### config.mk
export PLATFORM = sky130hd
export DESIGN_NAME = snake_head_mover
export DESIGN_NICKNAME = d
export VERILOG_FILES = /design/src/rtl/snake_head_mover.sv
export SDC_FILE = /design/constraint.sdc
export NUM_CORES = 1
export LEC_CHECK = 0
export ABC_AREA = 1
export BUFFER_PORTS_ARGS = -buffer_cell sky130_fd_sc_hd__buf_2
export CORE_MARGIN = 4
export CORE_UTILIZATION = 60
export DETAILED_ROUTE_END_ITERATION = 6
export PLACE_DENSITY = 0.84
export SYNTH_ARGS = -nofsm -noshare
export SYNTH_HDL_FRONTEND = slang
export SYNTH_SLANG_ARGS = --single-unit
export TNS_END_PERCENT = 50
### constraint.sdc
create_clock -name clock -period 1.7 [get_ports clock]
set_input_delay 0.34 -clock clock [delete_from_list [all_inputs] [get_ports clock]]
set_output_delay 0.34 -clock clock [all_outputs]
set_load 0.02 [all_outputs]
### src/rtl/snake_head_mover.sv
// Snake head mover: free-running move tick, one-cell head steps on each tick, and a sticky wall-crash flag.
// Optional build macro WRAP_AROUND_EN: the head wraps across grid edges instead of crashing into them.
module snake_head_mover #(
  parameter int GRID_W   = 32,
  parameter int GRID_H   = 24,
  parameter int X_W      = 6,
  parameter int Y_W      = 5,
  parameter int START_X  = 16,
  parameter int START_Y  = 12,
  parameter int MOVE_DIV = 5000000
) (
  input  logic           clock,
  input  logic           reset,
  input  logic [3:0]     direction,
  input  logic           enable,
  output logic [X_W-1:0] head_x,
  output logic [Y_W-1:0] head_y,
  output logic           moved,
  output logic           crashed
);

  localparam int CNT_W = $clog2(MOVE_DIV);
  localparam logic [CNT_W-1:0] CNT_MAX = CNT_W'(MOVE_DIV - 1);
  localparam logic [X_W-1:0]   X_MAX   = X_W'(GRID_W - 1);
  localparam logic [Y_W-1:0]   Y_MAX   = Y_W'(GRID_H - 1);

  localparam logic [3:0] DIR_DOWN  = 4'b0001;
  localparam logic [3:0] DIR_UP    = 4'b0010;
  localparam logic [3:0] DIR_RIGHT = 4'b0100;
  localparam logic [3:0] DIR_LEFT  = 4'b1000;

  typedef enum logic [1:0] {IDLE, RUN, CRASHED} state_t;

  state_t           state, state_next;
  logic [CNT_W-1:0] count, count_next;
  logic [X_W-1:0]   x_next, x_inc, x_dec;
  logic [Y_W-1:0]   y_next, y_inc, y_dec;
  logic             moved_next, crashed_next;
  logic             legal, step, crash_hit;

  function automatic logic is_move(input logic [3:0] d);
    return (d == DIR_DOWN) || (d == DIR_UP) || (d == DIR_RIGHT) || (d == DIR_LEFT);
  endfunction

  assign legal = is_move(direction);
  assign step  = (state == RUN) && enable && (count == CNT_MAX);

  // Neighbour cells are range-checked here, so the adders never rely on overflow.
  assign x_inc = (head_x == X_MAX) ? '0    : head_x + X_W'(1);
  assign x_dec = (head_x == '0)    ? X_MAX : head_x - X_W'(1);
  assign y_inc = (head_y == Y_MAX) ? '0    : head_y + Y_W'(1);
  assign y_dec = (head_y == '0)    ? Y_MAX : head_y - Y_W'(1);

`ifdef WRAP_AROUND_EN
  assign crash_hit = 1'b0;
`else
  assign crash_hit = ((direction == DIR_DOWN)  && (head_y == Y_MAX)) ||
                     ((direction == DIR_UP)    && (head_y == '0))    ||
                     ((direction == DIR_RIGHT) && (head_x == X_MAX)) ||
                     ((direction == DIR_LEFT)  && (head_x == '0));
`endif

  always_ff @(posedge clock or posedge reset) begin
    if (reset) begin
      state   <= IDLE;
      count   <= '0;
      head_x  <= X_W'(START_X);
      head_y  <= Y_W'(START_Y);
      moved   <= 1'b0;
      crashed <= 1'b0;
    end else begin
      state   <= state_next;
      count   <= count_next;
      head_x  <= x_next;
      head_y  <= y_next;
      moved   <= moved_next;
      crashed <= crashed_next;
    end
  end

  always_comb begin
    state_next = state;
    case (state)
      IDLE:    if (enable && legal) state_next = RUN;
      RUN:     if (step && legal && crash_hit) state_next = CRASHED;
      default: state_next = state;
    endcase
  end

  always_comb begin
    count_next   = count;
    x_next       = head_x;
    y_next       = head_y;
    moved_next   = 1'b0;
    crashed_next = crashed;
    case (state)
      RUN: begin
        if (enable) begin
          if (count == CNT_MAX) begin
            count_next = '0;
            if (legal) begin
              if (crash_hit) begin
                crashed_next = 1'b1;
              end else begin
                moved_next = 1'b1;
                case (direction)
                  DIR_DOWN:  y_next = y_inc;
                  DIR_UP:    y_next = y_dec;
                  DIR_RIGHT: x_next = x_inc;
                  default:   x_next = x_dec;
                endcase
              end
            end
          end else begin
            count_next = count + CNT_W'(1);
          end
        end
      end
      default: count_next = '0;
    endcase
  end

endmodule

-- Yosys cells after proc, flatten, opt, wreduce, memory -nomap -nowiden
Index checks and enable logic that the tools add are counted.
- output and inout bits: 13
- logic and storage cells: 66
- input port bits: 7
- register bits after elaboration: 38
- add/sub/neg operators: 5
- bitwise operators: 2
- equal/unequal tests: 11
- multiplexer cells: 17
- reduce and logical (&&, ||, !) cells: 25
- operators by type and width (operator ; count):
    23-bit 2-to-1 mux ; 3
    23-bit by 1-bit adder with 23-bit output (second input constant) ; 1
    23-bit == test (second input constant) ; 1
    6-bit 2-to-1 mux ; 2
    6-bit one-hot mux with 2 select lines ; 1
    6-bit AND reduction ; 2
    5-bit 2-to-1 mux ; 2
    5-bit one-hot mux with 2 select lines ; 1
    1-bit logical AND ; 9
    6-bit by 1-bit adder with 6-bit output (second input constant) ; 1
    6-bit by 5-bit == test with 1-bit output (second input constant) ; 1
    6-bit zero test ; 1
    1-bit logical OR ; 6
    6-bit by 1-bit subtractor with 6-bit output (second input constant) ; 1
    5-bit by 1-bit adder with 5-bit output (second input constant) ; 1
    5-bit == test (second input constant) ; 1
    5-bit zero test ; 1
    1-bit 2-to-1 mux ; 5
    5-bit AND reduction ; 1
    5-bit by 1-bit subtractor with 5-bit output (second input constant) ; 1
    4-bit by 1-bit == test with 1-bit output (second input constant) ; 1
    4-bit by 2-bit == test with 1-bit output (second input constant) ; 1
    4-bit by 3-bit == test with 1-bit output (second input constant) ; 1
    4-bit == test (second input constant) ; 1
    10 further kinds ; 14

-- Depth between registers and ports, before layout
- word-level depth: 10
- depth in mapped cells: 11
- gate-level depth less buffers: 11

-- Worst setup path before layout
No wires, ideal clock.
- path type: reg2reg
- start point: reg head_x[0]
- end point: reg head_x[2]
- path buffers: 0
- required time: 1.582 ns
- cell stages (with the launch flop): 11
- setup time: 0.118 ns
- slack: 0.098 ns
- clock period less this slack: 1.602 ns
- arrival time: 1.484 ns
- cells stage by stage: dfrtp_1 inv_1 ha_1 nand3_1 nor2_1 nand2_1 nand3_1 nor2_4 nand2_4 nand2_1 nand2_1
- cells in the longest elaborated chain, start to end: 6
- elaborated cells on any way between the ends: 13
- classes of those cells: add/sub (2); eq/ne (1); mux (3); bitwise (1); reduce/logical (6)
- ends and longest elaborated chain (element ; RTL line ; RTL):
    from (decl) ; 16 ; output logic [X_W-1:0] head_x,
    from (signal assigned) ; 67 ; head_x <= X_W'(START_X);
    from (signal assigned) ; 74 ; head_x <= x_next;
    branches (longest 6 deep; another with 6-bit by 1-bit subtractor with 6-bit output) ; -- ;
Parallel ways; which one is timed is not known.
A chain may end at the register's enable or synchronous reset.

-- Final worst setup path
Same ends and word-level chain as after synthesis.

==> flow_summary.ini <==
[logic_synthesis]
syn_area_mm2 = 0.00278
ys_seq_elements = 38
synthArstFlopShare_pct = 100
synthTopCellsByArea = dfrtp_1, nand2_1, nor2_1, inv_1, nand3_1
synthCells = 419
ys.flop_type = dfrtp_1
yosysSeqAreaShare_pct = 34.4
synth-edff-count = 0
synth_cell_types = 31
synth_top_cell_by_area = dfrtp_1
synth_area_per_cell_um2 = 6.63
synth_top_area_share_pct = 31.5
ys_warn_count = 0
syn_nets = 433

[clocking]
path_clk_slew_ns = 0.07
htree_levels = 2
tritoncts = yes
ctsHoldBuffers = 0
cts.path.max_buffers = 2
cts.sinks = 38
root_buffer = clkbuf_8
insertion_delay_ns = 0.29
cts_buffers = 5

[floorplanning]
core_region_area_mm2 = 0.00441
io_pins = 20
die_area_mm2 = 0.00578
initial_core_util_pct = 63.0
die_x_um = 76.1
row_count = 24
die_h_um = 76.1

[timing]
tightest_slew_ns = 0.461
maxSlewHeadroom_pct = 69.3
skew_ns = 0.00762
min_period_ns = 1.64
drv_slew = 0
tns_ns = 0
setup_viol = 0
fmax_ghz = 0.610
period_share_pct = 96.4
finalHoldViolations = 0

[detailed_routing]
vias = 2781
drt-pass1-iter-count = 5
wl_met1_um = 2920
initialDrtViolationCount = 215
antenna_left = 0
topRoutingLayerUsed = met4
wl_per_cell_um = 12.8
vias_per_cell = 5.42
wl_met3_um = 483
wirelength_um = 6560
drc_errors = 0
wl_met2_um = 3060

[global_routing]
grt_max_degree = 39
grt_pass1_wl_um = 10700
globalRoute.totalOverflow = 0
grt_pass1_vias = 2472
antenna_found_initial = 0
grt_util_all_layers_pct = 21.9

[power_and_ir_drop]
intPower_w = 0.00137
power_frac_clock_pct = 42.3
p_seq_share_pct = 51.5
p_leak_nw = 1.57
p_sw_share_pct = 22.4
peakVddDrop_uv = 460
power_w = 0.00177
p_per_area_mw_per_mm2 = 548
p_switching_w = 0.000396
power_frac_comb_pct = 6.2

[worst_setup_path]
r2r_cells = 9
start_kind = flop
required_ns = 1.93
crit_path_end_kind = flop
worstSetupPathType = reg -> reg
crit_arrival_ns = 1.86
crit_fanout = 7

[run]
drv_cap = 0

[cells_and_area]
syn2layout_area_growth_pct = 16.3
final_cell_mix = nand2_1, nor2_1, inv_1
n_antenna_cell = 0
n_fill_cell = 357
mostFrequentLayoutCell = nand2_1
drive_above_1_share_pct = 21.9
fin_nets = 474

[outcome]
status = finished, final reports clean

[placed_design]
gp_congestion = 0.963
port_buffers = 19
dp_hpwl_um = 4690

[min_path]
min_path_type = in -> async
state kept, by name, summed over array words and instances, names as in the netlist:
name and cells:
state 2, head_x 6, head_y 5, moved 1, crashed 1, count 23
critical path, stage by stage, from the launching register on:
cell and delay [ns]:
dfrtp_2 0.44, ha_2 0.22, nand3_2 0.10, nor2_2 0.06, nand2_2 0.12, nand3_2 0.11
nor2_4 0.23, buf_4 0.15, nand3_1 0.07, nand2_1 0.07
synth_stat cells, types with 2 or more instances:
cell type,instances
nor2_2,8
o21ai_2,2
ha_1,7
nand2_2,4
dfrtp_1,35
xor2_1,10
nor2_1,69
nand2_1,103
nand3_2,5
nor3_1,11
nand4_1,10
inv_1,65
o21ai_0,13
nor2_4,4
a21oi_1,5
xnor2_1,2
dfstp_2,3
nand3_1,46
inv_2,5
cell families after synthesis:
family	synth area share (%)
DFF	34.4
xor gates and xnor gates	3.78
and+or+nand+nor	43.0
adders and majority gates	3.15
AOI/OAI and AO/OA	5.58
buffers and inverters	10.1
path summary, 6_finish.rpt:
kind	start	end	slack [ns]
worst max-delay path	head_x[0]$_DFFE_PP0P_	head_x[2]$_DFFE_PP0P_	0.06
worst min-delay path	reset	count[15]$_DFFE_PP0P_	0.14
worst max register to register	head_x[0]$_DFFE_PP0P_	head_x[2]$_DFFE_PP0P_	0.06
worst min register to register	crashed$_DFFE_PP0P_	crashed$_DFFE_PP0P_	0.50
max in group asynchronous	reset	head_x[4]$_DFFE_PP1P_	1.21
min in group clock	enable	head_y[2]$_DFFE_PP1P_	0.46
metrics by stage:
| step | cells | hold WS [ns] | area [um2] | utilization [%] | setup slack (ns) |
|---|---|---|---|---|---|
| after global placement | 498 | 0.467 | 3000 | 67.9 | 0.0629 |
| after detailed placement | 498 | 0.470 | 3000 | 67.9 | 0.0357 |
| after floorplan | 419 | 0.471 | 2780 | - | 0.0981 |
| after CTS | 506 | 0.154 | 3100 | 70.3 | 0.00507 |
| final | 513 | 0.142 | 3230 | 73.2 | 0.0605 |
| after global routing | 513 | 0.185 | 3230 | 73.2 | -0.0636 |
power by group through the flow:
stage          registers (W)  logic (W)  clock network [W]
4_1_cts             0.000911   0.000102           0.000765
2_1_floorplan       0.000931  0.0000595                  0
5_1_grt             0.000912   0.000122           0.000808
6_report            0.000911   0.000110           0.000750
3_5_place_dp        0.000929  0.0000991                  0
3_3_place_gp        0.000929  0.0000979                  0
layout make-up:
| class | instances | area [um2] | share of cell area (%) |
|---|---|---|---|
| multi-input combinational | 309 | 1610 | 49.9 |
| timing repair buffer | 36 | 223 | 6.89 |
| inverter | 70 | 265 | 8.21 |
| sequential | 38 | 957 | 29.6 |
| tap | 52 | 65.1 | 2.01 |
| clock inverter | 3 | 40.0 | 1.24 |
| clock buffer | 5 | 68.8 | 2.13 |
timing repair:
action | CTS | global route
endpoints found under the setup margin | 5 | 30
resized for setup | 0 | 28
buffers inserted | 0 | 7
pin swaps | 1 | 8
layer usage:
metal,vias up,GRT usage (%)
met5,-,0
met4,0,6.12
met3,18,5.79
met2,119,34.6
met1,1237,29.7
li1,1407,-
Power figures use the tool's default switching activity.
